### config.mk
export PLATFORM = sky130hd
export DESIGN_NAME = dm_arbiter_flat
export DESIGN_NICKNAME = d
export VERILOG_FILES = /design/src/rtl/dm_arb_pkg.sv /design/src/rtl/dm_arbiter_if.sv /design/src/rtl/dm_arb_pick.sv /design/src/rtl/dm_arbiter.sv /design/src/flat_wrapper.sv
export SDC_FILE = /design/constraint.sdc
export NUM_CORES = 1
export LEC_CHECK = 0
export CORE_AREA = 3 3 117 119
export DETAILED_ROUTE_END_ITERATION = 6
export DIE_AREA = 0 0 120 122
export PLACE_DENSITY = 0.81
export SYNTH_ARGS = -nofsm -noshare
export SYNTH_HDL_FRONTEND = slang
export SYNTH_SLANG_ARGS = --single-unit
### constraint.sdc
create_clock -name i_clk -period 2.8 [get_ports i_clk]
set_input_delay 0.42 -clock i_clk [delete_from_list [all_inputs] [get_ports i_clk]]
set_output_delay 0.42 -clock i_clk [all_outputs]
set_load 0.02 [all_outputs]
### src/rtl/dm_arb_pkg.sv
// dm_arb_pkg: shared FSM state encoding, port indices and the address
// range check used by the data-memory arbiter.
package dm_arb_pkg;

  // Sequencer states: pick a winner, touch memory, report back
  typedef enum logic [1:0] {
    ST_IDLE   = 2'd0,
    ST_ACCESS = 2'd1,
    ST_RESP   = 2'd2
  } arb_state_e;

  // Requester indices as they appear on o_gnt
  localparam logic PORT_CPU = 1'b0;
  localparam logic PORT_DBG = 1'b1;

  // A word access is illegal when it is not word aligned or when any of its
  // four bytes would fall past the end of memory. The compare is a plain
  // 32-bit unsigned one, so high addresses never wrap back into range.
  function automatic logic addr_err(input logic [31:0] addr,
                                    input logic [31:0] mem_bytes);
    return (addr[1:0] != 2'b00) || (addr > (mem_bytes - 32'd4));
  endfunction

endpackage

### src/rtl/dm_arbiter_if.sv
// dm_arbiter_if: bundles the two requester handshakes, the data-memory
// strobes/buses and the arbiter status lines. The arbiter connects through
// the slave modport; the requesters and memory model use the master modport.
interface dm_arbiter_if;

  // Requester 0 (CPU MEM stage)
  logic        i_req0;
  logic        i_we0;
  logic [31:0] i_addr0;
  logic [31:0] i_wdata0;
  logic        o_ack0;
  logic        o_err0;
  logic [31:0] o_rdata0;

  // Requester 1 (loader / debug)
  logic        i_req1;
  logic        i_we1;
  logic [31:0] i_addr1;
  logic [31:0] i_wdata1;
  logic        o_ack1;
  logic        o_err1;
  logic [31:0] o_rdata1;

  // Data memory side
  logic        o_MemRead;
  logic        o_MemWrite;
  logic [31:0] o_dm_addr;
  logic [31:0] o_dm_wdata;
  logic [31:0] i_dm_rdata;

  // Status
  logic        o_busy;
  logic        o_gnt;

  modport slave (
    input  i_req0, i_we0, i_addr0, i_wdata0,
    input  i_req1, i_we1, i_addr1, i_wdata1,
    input  i_dm_rdata,
    output o_ack0, o_err0, o_rdata0,
    output o_ack1, o_err1, o_rdata1,
    output o_MemRead, o_MemWrite, o_dm_addr, o_dm_wdata,
    output o_busy, o_gnt
  );

  modport master (
    output i_req0, i_we0, i_addr0, i_wdata0,
    output i_req1, i_we1, i_addr1, i_wdata1,
    output i_dm_rdata,
    input  o_ack0, o_err0, o_rdata0,
    input  o_ack1, o_err1, o_rdata1,
    input  o_MemRead, o_MemWrite, o_dm_addr, o_dm_wdata,
    input  o_busy, o_gnt
  );

endinterface

### src/rtl/dm_arb_pick.sv
// dm_arb_pick: combinational winner selection between the two requesters.
// prio names the port that wins when both request at once.
module dm_arb_pick
  import dm_arb_pkg::*;
(
  input  logic req0,
  input  logic req1,
  input  logic prio,
  output logic valid,
  output logic idx
);

  // A lone requester always wins; a tie goes to the favoured port
  always_comb begin
    valid = req0 | req1;
    idx   = PORT_CPU;
    if (req0 && req1) begin
      idx = prio;
    end else if (req1) begin
      idx = PORT_DBG;
    end
  end

endmodule

### src/rtl/dm_arbiter.sv
// dm_arbiter: two-port arbiter and access sequencer for the 256-byte
// big-endian data memory. One transaction at a time runs IDLE -> ACCESS ->
// RESP; the winner's request is latched in IDLE so every memory-side output
// comes from registers, never straight from a req line.
// Optional feature macro: DM_ARB_RR_EN (round-robin tie breaking; when
// undefined, port 0 has fixed priority and no pointer register exists).
module dm_arbiter
  import dm_arb_pkg::*;
#(
  parameter int MEM_BYTES = 256
) (
  input  logic          i_clk,
  input  logic          i_rst,
  dm_arbiter_if.slave   bus
);

  arb_state_e  state_q;
  arb_state_e  state_d;

  logic        gnt_q;
  logic        we_q;
  logic [31:0] addr_q;
  logic [31:0] wdata_q;
  logic [31:0] rdata_q;

  logic        prio;
  logic        pick_valid;
  logic        pick_idx;
  logic        grant;
  logic        err_w;

  logic        mem_read;
  logic        mem_write;
  logic        ack0;
  logic        ack1;
  logic        err0;
  logic        err1;
  logic [31:0] rdata0;
  logic [31:0] rdata1;
  logic [31:0] resp_rdata;

  dm_arb_pick u_pick (
    .req0  (bus.i_req0),
    .req1  (bus.i_req1),
    .prio  (prio),
    .valid (pick_valid),
    .idx   (pick_idx)
  );

  // Requests only count while idle; this is the single grant point
  assign grant = (state_q == ST_IDLE) && pick_valid;

  // The range check looks at the latched address, so it is stable for the
  // whole transaction and shared by the strobe and response logic
  assign err_w = addr_err(addr_q, 32'(MEM_BYTES));

`ifdef DM_ARB_RR_EN
  logic prio_q;

  // Tie-break pointer: after each grant the other port becomes favoured
  always_ff @(posedge i_clk) begin
    if (i_rst) begin
      prio_q <= PORT_CPU;
    end else if (grant) begin
      prio_q <= ~pick_idx;
    end
  end

  assign prio = prio_q;
`else
  assign prio = PORT_CPU;
`endif

  // FSM state register
  always_ff @(posedge i_clk) begin
    if (i_rst) begin
      state_q <= ST_IDLE;
    end else begin
      state_q <= state_d;
    end
  end

  // Latch the winner's request at grant time; held through ACCESS and RESP
  always_ff @(posedge i_clk) begin
    if (i_rst) begin
      gnt_q   <= PORT_CPU;
      we_q    <= 1'b0;
      addr_q  <= 32'd0;
      wdata_q <= 32'd0;
    end else if (grant) begin
      gnt_q   <= pick_idx;
      we_q    <= (pick_idx == PORT_DBG) ? bus.i_we1    : bus.i_we0;
      addr_q  <= (pick_idx == PORT_DBG) ? bus.i_addr1  : bus.i_addr0;
      wdata_q <= (pick_idx == PORT_DBG) ? bus.i_wdata1 : bus.i_wdata0;
    end
  end

  // Capture memory read data at the end of a valid read ACCESS cycle
  always_ff @(posedge i_clk) begin
    if (i_rst) begin
      rdata_q <= 32'd0;
    end else if ((state_q == ST_ACCESS) && !we_q && !err_w) begin
      rdata_q <= bus.i_dm_rdata;
    end
  end

  // Next state plus all decoded outputs; strobes only in a legal ACCESS,
  // acknowledge only in RESP and only toward the granted port
  always_comb begin
    state_d    = state_q;
    mem_read   = 1'b0;
    mem_write  = 1'b0;
    ack0       = 1'b0;
    ack1       = 1'b0;
    err0       = 1'b0;
    err1       = 1'b0;
    rdata0     = 32'd0;
    rdata1     = 32'd0;
    resp_rdata = (!we_q && !err_w) ? rdata_q : 32'd0;

    case (state_q)
      ST_IDLE: begin
        if (pick_valid) begin
          state_d = ST_ACCESS;
        end
      end
      ST_ACCESS: begin
        state_d   = ST_RESP;
        mem_read  = !err_w && !we_q;
        mem_write = !err_w && we_q;
      end
      ST_RESP: begin
        state_d = ST_IDLE;
        if (gnt_q == PORT_DBG) begin
          ack1   = 1'b1;
          err1   = err_w;
          rdata1 = resp_rdata;
        end else begin
          ack0   = 1'b1;
          err0   = err_w;
          rdata0 = resp_rdata;
        end
      end
      default: begin
        state_d = ST_IDLE;
      end
    endcase
  end

  assign bus.o_MemRead  = mem_read;
  assign bus.o_MemWrite = mem_write;
  assign bus.o_dm_addr  = addr_q;
  assign bus.o_dm_wdata = wdata_q;
  assign bus.o_ack0     = ack0;
  assign bus.o_ack1     = ack1;
  assign bus.o_err0     = err0;
  assign bus.o_err1     = err1;
  assign bus.o_rdata0   = rdata0;
  assign bus.o_rdata1   = rdata1;
  assign bus.o_busy     = (state_q != ST_IDLE);
  assign bus.o_gnt      = gnt_q;

endmodule
### src/flat_wrapper.sv
// flat-port wrapper written by rule: the top's interface ports become plain ports
module dm_arbiter_flat import dm_arb_pkg::*;
#(
  parameter int MEM_BYTES = 256
)
  (i_clk, i_rst, bus_i_req0, bus_i_we0, bus_i_addr0, bus_i_wdata0, bus_i_req1, bus_i_we1, bus_i_addr1, bus_i_wdata1, bus_i_dm_rdata, bus_o_ack0, bus_o_err0, bus_o_rdata0, bus_o_ack1, bus_o_err1, bus_o_rdata1, bus_o_MemRead, bus_o_MemWrite, bus_o_dm_addr, bus_o_dm_wdata, bus_o_busy, bus_o_gnt);
  dm_arbiter_if bus_i ();
  input  logic i_clk;
  input  logic i_rst;
  input wire logic [$bits(bus_i.i_req0)-1:0] bus_i_req0;
  input wire logic [$bits(bus_i.i_we0)-1:0] bus_i_we0;
  input wire logic [$bits(bus_i.i_addr0)-1:0] bus_i_addr0;
  input wire logic [$bits(bus_i.i_wdata0)-1:0] bus_i_wdata0;
  input wire logic [$bits(bus_i.i_req1)-1:0] bus_i_req1;
  input wire logic [$bits(bus_i.i_we1)-1:0] bus_i_we1;
  input wire logic [$bits(bus_i.i_addr1)-1:0] bus_i_addr1;
  input wire logic [$bits(bus_i.i_wdata1)-1:0] bus_i_wdata1;
  input wire logic [$bits(bus_i.i_dm_rdata)-1:0] bus_i_dm_rdata;
  output wire logic [$bits(bus_i.o_ack0)-1:0] bus_o_ack0;
  output wire logic [$bits(bus_i.o_err0)-1:0] bus_o_err0;
  output wire logic [$bits(bus_i.o_rdata0)-1:0] bus_o_rdata0;
  output wire logic [$bits(bus_i.o_ack1)-1:0] bus_o_ack1;
  output wire logic [$bits(bus_i.o_err1)-1:0] bus_o_err1;
  output wire logic [$bits(bus_i.o_rdata1)-1:0] bus_o_rdata1;
  output wire logic [$bits(bus_i.o_MemRead)-1:0] bus_o_MemRead;
  output wire logic [$bits(bus_i.o_MemWrite)-1:0] bus_o_MemWrite;
  output wire logic [$bits(bus_i.o_dm_addr)-1:0] bus_o_dm_addr;
  output wire logic [$bits(bus_i.o_dm_wdata)-1:0] bus_o_dm_wdata;
  output wire logic [$bits(bus_i.o_busy)-1:0] bus_o_busy;
  output wire logic [$bits(bus_i.o_gnt)-1:0] bus_o_gnt;
  assign bus_i.i_req0 = bus_i_req0;
  assign bus_i.i_we0 = bus_i_we0;
  assign bus_i.i_addr0 = bus_i_addr0;
  assign bus_i.i_wdata0 = bus_i_wdata0;
  assign bus_i.i_req1 = bus_i_req1;
  assign bus_i.i_we1 = bus_i_we1;
  assign bus_i.i_addr1 = bus_i_addr1;
  assign bus_i.i_wdata1 = bus_i_wdata1;
  assign bus_i.i_dm_rdata = bus_i_dm_rdata;
  assign bus_o_ack0 = bus_i.o_ack0;
  assign bus_o_err0 = bus_i.o_err0;
  assign bus_o_rdata0 = bus_i.o_rdata0;
  assign bus_o_ack1 = bus_i.o_ack1;
  assign bus_o_err1 = bus_i.o_err1;
  assign bus_o_rdata1 = bus_i.o_rdata1;
  assign bus_o_MemRead = bus_i.o_MemRead;
  assign bus_o_MemWrite = bus_i.o_MemWrite;
  assign bus_o_dm_addr = bus_i.o_dm_addr;
  assign bus_o_dm_wdata = bus_i.o_dm_wdata;
  assign bus_o_busy = bus_i.o_busy;
  assign bus_o_gnt = bus_i.o_gnt;
  dm_arbiter #(.MEM_BYTES(MEM_BYTES)) u_core (.i_clk(i_clk), .i_rst(i_rst), .bus(bus_i));
endmodule
==> flow_summary.yaml, run 1 <==
die:
  die_x_um: 120
  start_util_pct: 37.73
  core_area_um2: 12670
  fp.dieArea_um2: 14640
  placementRows: 41
  die_y_um: 122
  io_pins: 302
setup_path:
  crit_path_max_fanout: 32
  r2r_start: "u_core.state_q[1]$_SDFFE_PP0P_"
  reg2reg_slack_ns: 0.95
  crit_path_end_kind: "output pin"
  crit_family: "simple AND/OR/NAND/NOR gates"
  slowest_delay_ns: 0.35
  startpoint_type: "register"
  path_buf_inv: 3
  reg2reg_depth: 5
  worstPathArrival_ns: 2.26
  crit_chain: "nor4_2 -> buf_4 -> nand4_4 -> nor4_4 -> buf_12 -> and2_1 -> clkdlybuf4s15_1"
  rr_endpoint: "u_core.bus.o_dm_wdata[16]$_SDFFE_PP0P_"
  crit_slowest_cell: "nor4_4"
  cp_data_required_time_ns: 2.38
  crit_type: "register to output pin"
timing:
  fin_hold_ws_ns: 0.4828
  worst-slew-pin-transition_ns: 1.052
  clock-skew-final_ns: 0.007544
  fin_crit_ns: 2.682
  finalMaxSlewViolations: 0
  period_share_pct: 95.78
  hold_viol: 0
  rsz0062_at_grt: "false"
  fin_setup_tns_ns: 0
  setup_viol: 0
  fmax_mhz: 372.9
  relSlewSlack_pct: 29.87
min_path:
  worstHoldStart: "u_core.rdata_q[3]$_SDFFE_PP0P_"
  hold_end: "u_core.rdata_q[3]$_SDFFE_PP0P_"
  min_path_cells: 2
  hp-class: "register to register"
status:
  outcome: "completed"
route:
  via_per_inst: 5.069
  avgRoutedWirePerCell_um: 16.38
  vias: 5018
  drc: 0
  drtIter0Drc: 424
  final_antenna_net_count: 0
  drtPass1Iterations: 4
  routed_wl_um: 16220
pwr:
  p_leak_uw: 0.003101
  vdd_drop_max_uv: 316.8
  pwr_density_cell_nw_per_um2: 473.8
  power.total_uw: 3838
placement:
  dpl.cell_count: 974
  dp_hpwl_um: 12750
  port_buffers: 301
  place_congestion: 0.9062
layout:
  fin_util_pct: 63.94
  drive_gt1_share_pct: 8.802
  num_antenna_cells: 0
  final_cells: 990
  syn2layout_area_growth_pct: 69.46
  nets: 979
logic_synthesis:
  synth_top_area_cell: "dfxtp_1"
  synth_nets: 706
  yosys-top-cells-area: "dfxtp_1 (42%), mux2i_1 (14%), a211oi_1 (10%)"
  yosysWarningCount: 0
  ys_seq_area_share_pct: 41.87
  syn-cell-area_um2: 4781
  avgSynthCellArea_um2: 8.853
  ys_ff_latch: 100
  syn_inst: 540
  synth_top_area_share_pct: 41.87
  ys_types: 25
clock_tree:
  cts_tree: "built"
  clock_latency_ns: 0.33
  cts-root-buf: "clkbuf_16"
  clock_path_buffers: 2
  cts.sinks: 100
  cts_max_level: 3
  path_clk_slew_ns: 0.07
  cts_buffers: 9
grt:
  grt_usage_pct: 21.15
  antenna_found_initial: 0
  grt_max_degree: 101
  grt_pass1_vias: 4989
  grt_pass1_wl_um: 24870
  grt_overflow: 0
run:
  maxCapViolations: 0
-- sequential cells by signal, indices dropped and copies added (netlist names) --
signal	flops
u_core.bus.o_dm_wdata	32
u_core.state_q	2
u_core.bus.o_dm_addr	32
u_core.rdata_q	32
u_core.we_q	1
u_core.bus.o_gnt	1
-- worst max path at each step --
stage,startpoint,to,slack [ns],cells after the start
6_report,u_core.bus.o_dm_addr[0]$_SDFFE_PP0P_,bus_o_rdata0[10],0.12,7
5_1_grt,u_core.bus.o_dm_addr[0]$_SDFFE_PP0P_,bus_o_rdata0[10],0.0002,7
4_1_cts,u_core.bus.o_dm_addr[0]$_SDFFE_PP0P_,bus_o_rdata0[17],0.02,7
3_5_place_dp,u_core.bus.o_dm_addr[19]$_SDFFE_PP0P_,bus_o_rdata0[17],0.07,7
3_3_place_gp,u_core.bus.o_dm_addr[19]$_SDFFE_PP0P_,bus_o_rdata1[31],0.07,7
2_1_floorplan,u_core.bus.o_dm_addr[12]$_SDFFE_PP0P_,bus_o_rdata0[10],0.59,5
-- per-stage QoR --
step	setup WS [ns]	area, µm²
floorplan	0.5938	4781
global placement	0.06653	7930
detailed placement	0.06811	7930
CTS	0.01591	8155
global route	0.0001639	8102
finish	0.1181	8102
-- cell type report --
cell class,count,area (µm²)
Timing Repair Buffer,315,3013
Inverter,3,11.26
Clock buffer,13,270.3
Multi-Input combinational cell,384,2570
Sequential cell,100,2002
Clock inverter,3,20.02
Fill cell,1073,4569
Tap cell,172,215.2
-- cell usage in the layout, fill, tap and decap left out, types with 2 or more instances in the layout --
cell type / n
a211oi_1: 66
a21oi_1: 33
and2_1: 64
and4_1: 2
buf_12: 4
buf_4: 11
clkbuf_16: 9
clkbuf_2: 29
clkbuf_8: 3
clkdlybuf4s15_1: 28
clkdlybuf4s50_1: 234
clkinvlp_4: 2
dfxtp_1: 100
dlygate4sd2_1: 8
inv_1: 3
mux2i_1: 65
nand3_1: 32
nor2_1: 70
nor3b_1: 2
nor4_2: 2
nor4_4: 5
o21ai_0: 32
-- kinds of logic (layout without fill, tap and decap cells) --
| group | count (synthesis) | in the layout | share of synthesized area, % |
|---|---|---|---|
| simple gates | 187 | 187 | 21.80 |
| compound gates | 132 | 132 | 17.33 |
| flops | 100 | 100 | 41.87 |
| mux | 65 | 65 | 13.61 |
| buf+inv | 56 | 334 | 5.391 |
-- tightest hold or removal path, delay by kind of cell, from the launching register on --
kind	cells	cell delay, ns
AO/OA/AOI/OAI	2	0.13
flip-flops	1	0.31
-- Yosys cell counts --
library cell	count
inv_1	3
nor4_4	2
o21a_1	1
dfxtp_1	100
or3b_2	1
nor4_2	5
mux2i_1	65
and4b_1	1
nor2b_1	2
clkbuf_1	25
and2_1	64
a21oi_1	33
nand3_1	33
o21ai_0	32
nor4_1	1
buf_1	5
buf_2	20
nand4_4	1
buf_6	3
nand4_1	1
nor3b_1	2
a211oi_1	66
nor2_1	71
nand3b_1	1
and4_1	2
-- timing repair --
item | in CTS | in global routing
setup endpoints to repair | 66 | 65
pin swaps | 1 | 0
gates resized for setup | 68 | 89
hold buffers | 0 | 0
setup buffers | 0 | 0
-- layer usage --
| layer | wire [µm] | GRT usage (%) | share of wire, % |
|---|---|---|---|
| met5 | 0 | 0 | 0 |
| met4 | 337 | 8.089 | 2.1 |
| met3 | 1290 | 5.153 | 8.0 |
| met2 | 8448 | 39.20 | 52 |
| met1 | 6144 | 23.28 | 38 |
-- report_power, final --
group | total, µW | internal [µW] | switching (µW)
Sequential | 1630 | 1540 | 89.8
Combinational | 1030 | 545 | 483
Clock | 1180 | 674 | 510
Total | 3840 | 2760 | 1080
Note: power is estimated with default switching activity, not from simulation.
==> inputs of run 2 (changes only) <==
Settings changed: ABC_CLOCK_PERIOD_IN_PS from default to 2800.
==> results of run 2 <==
Same layout as run 1: the final DEF is identical, and so are final timing and power.
==> RTL change, RTL diff (settings of run 1) <==
The option `DM_ARB_RR_EN` is turned on by a define.
--- a/src/rtl/dm_arbiter.sv
+++ b/src/rtl/dm_arbiter.sv
@@ -4,6 +4,8 @@
 // comes from registers, never straight from a req line.
 // Optional feature macro: DM_ARB_RR_EN (round-robin tie breaking; when
 // undefined, port 0 has fixed priority and no pointer register exists).
+`define DM_ARB_RR_EN
+
 module dm_arbiter
   import dm_arb_pkg::*;
 #(
Function: changed (a bounded check fails within 10 cycles, from zero or initial values and one cycle with i_rst high).
==> RTL change against run 1 <==
The run now ends with DRC left. Power fell by 1.6%. Critical path depth fell by 1. Area after synthesis fell by 9.8%. Cell area fell by 4.4%. Via count fell by 0.88%. Die area did not move. Sequential share of layout area rose by 1.4 points. Setup slack got worse by 0.0051 ns. Clock skew rose by 0.0018 ns. Routed wire length rose by 3.1%. Cell count fell by 6.1%. Sequential cell count rose by 1. Critical path type unchanged. Critical endpoint is now bus_o_rdata0[9]. Largest cell class unchanged. Highest routed layer unchanged.
==> RTL change: results (changes against run 1) <==
stage,metric,value,unit,change
drt,Pre-antenna DRT Iters,7,,+3
cts,"Clk Latency, worst-skew pair",0.34,ns,
layout,share of post-route cells with drive strength above 1,0.0567,,-0.0313
placed_design,hpwl dp,12.6,mm,-0.80%
status,status,finished with violations,,
synth,Synth Area in Compound Gates,0.229,,+0.0554
synth,multiplexer share of the synthesized area,0,,-0.136
floorplan,Core Region,12700,um2,unchanged
placed_design,pre-CTS WS,0.0726,ns,+0.00450 ns
layout,Final #Nets,919,,-6.1%
placed_design,GPL Wtd Cong,0.845,,-6.8%
power_and_ir_drop,switch share,0.282,,about the same
drt,DRT iter0 DRCs,561,,+32%
status,failing checks,DRC,,
power_and_ir_drop,Max VDD drop,0.000321,V,+1.2%
synth,Synth cell types,26,,+4.0%
timing,Max Clock Skew,0.00936,ns,+0.00182 ns
drt,DRC errors left,5,,+5
global_routing,GRT Util Overall,0.218,,+0.00604
power_and_ir_drop,combinational group share of total power,0.256,,-0.012
synth,synth cell count leaders,"dfxtp_1, nor2_1, a222oi_1",,
power_and_ir_drop,clock network fraction of total power,0.317,,+0.008
layout,Layout Cells excl Fill,930,,-6.1%
hold_path,Hold Path Class,flop to flop,,
placed_design,DP Area,7470,um2,-5.8%
synth,Synth area leaders,"dfxtp_1, a222oi_1, and2_1",,
drt,routed len/inst,18.0,um,+9.8%
power_and_ir_drop,pwr/cell area,488,nW/um2,+2.9%
global_routing,first-pass GRT wire length,25.5,mm,+2.5%
drt,drt via density,5.35,,+5.5%
timing,relative slew slack,0.661,,+0.363
global_routing,number of global-route vias before repair,4925,,-1.3%
layout,register area,2020,um2,+1.0%
placed_design,placed cell count,914,,-6.2%
power_and_ir_drop,Pleak,3.16,nW,+1.9%
global_routing,largest net degree at the start of global routing,57,,-44%
cts,CTS buffer count,9,,unchanged
layout,fillers,1084,,+1.0%
synth,net count after synthesis,646,,-8.5%
synth,post-synthesis sequential area ratio,0.469,,+0.0501
synth,synthesized area per cell,8.99,um2,+1.5%
[RTL change: changes by cell type after synthesis, moves of 3 or more]
cell,run 1,this run
buf_1,5,9
a211oi_1,66,0
clkbuf_1,25,30
mux2i_1,65,0
buf_2,20,10
nor2_1,71,74
a222oi_1,0,65
[RTL change: what timing repair did]
action	in CTS	in global routing
hold endpoints to repair	0	0
gates resized for setup	72	2
cloned	0	0
endpoints found under the setup margin	66	21
[RTL change: cell type report]
class	count	share of cell area
Clock buffer	13	0.0349
Clock inverter	3	0.00242
Inverter	3	0.00145
Multi-Input combinational cell	324	0.275
Sequential cell	101	0.261
Tap cell	172	0.0278
Timing Repair Buffer	314	0.398
[RTL change: path summary, 6_finish.rpt]
| kind | from | to | slack (ns) | cells after the start |
|---|---|---|---|---|
| max reg2reg | u_core.state_q[0]$_SDFFE_PP0P_ | u_core.bus.o_dm_wdata[16]$_SDFFE_PP0P_ | 0.94 | 5 |
| min | u_core.rdata_q[25]$_SDFFE_PP0P_ | u_core.rdata_q[25]$_SDFFE_PP0P_ | 0.48 | 2 |
| min reg2reg | u_core.rdata_q[25]$_SDFFE_PP0P_ | u_core.rdata_q[25]$_SDFFE_PP0P_ | 0.48 | 2 |
| max | u_core.bus.o_dm_addr[9]$_SDFFE_PP0P_ | bus_o_rdata0[9] | 0.11 | 6 |
[RTL change: worst max-delay path, stage by stage, from the launching register on]
cell,delay [ns]
dfxtp_1,0.35
nor4_4,0.35
nand4_4,0.19
nor4_4,0.35
buf_12,0.20
and2_1,0.14
dlygate4sd2_1,0.34
[RTL change: layer usage]
metal	global-route usage	share of wire	vias up
met5	0	0	-
met4	0.0880	0.025	0
met3	0.0724	0.10	28
met2	0.387	0.50	287
met1	0.239	0.37	2315
li1	-	-	2344
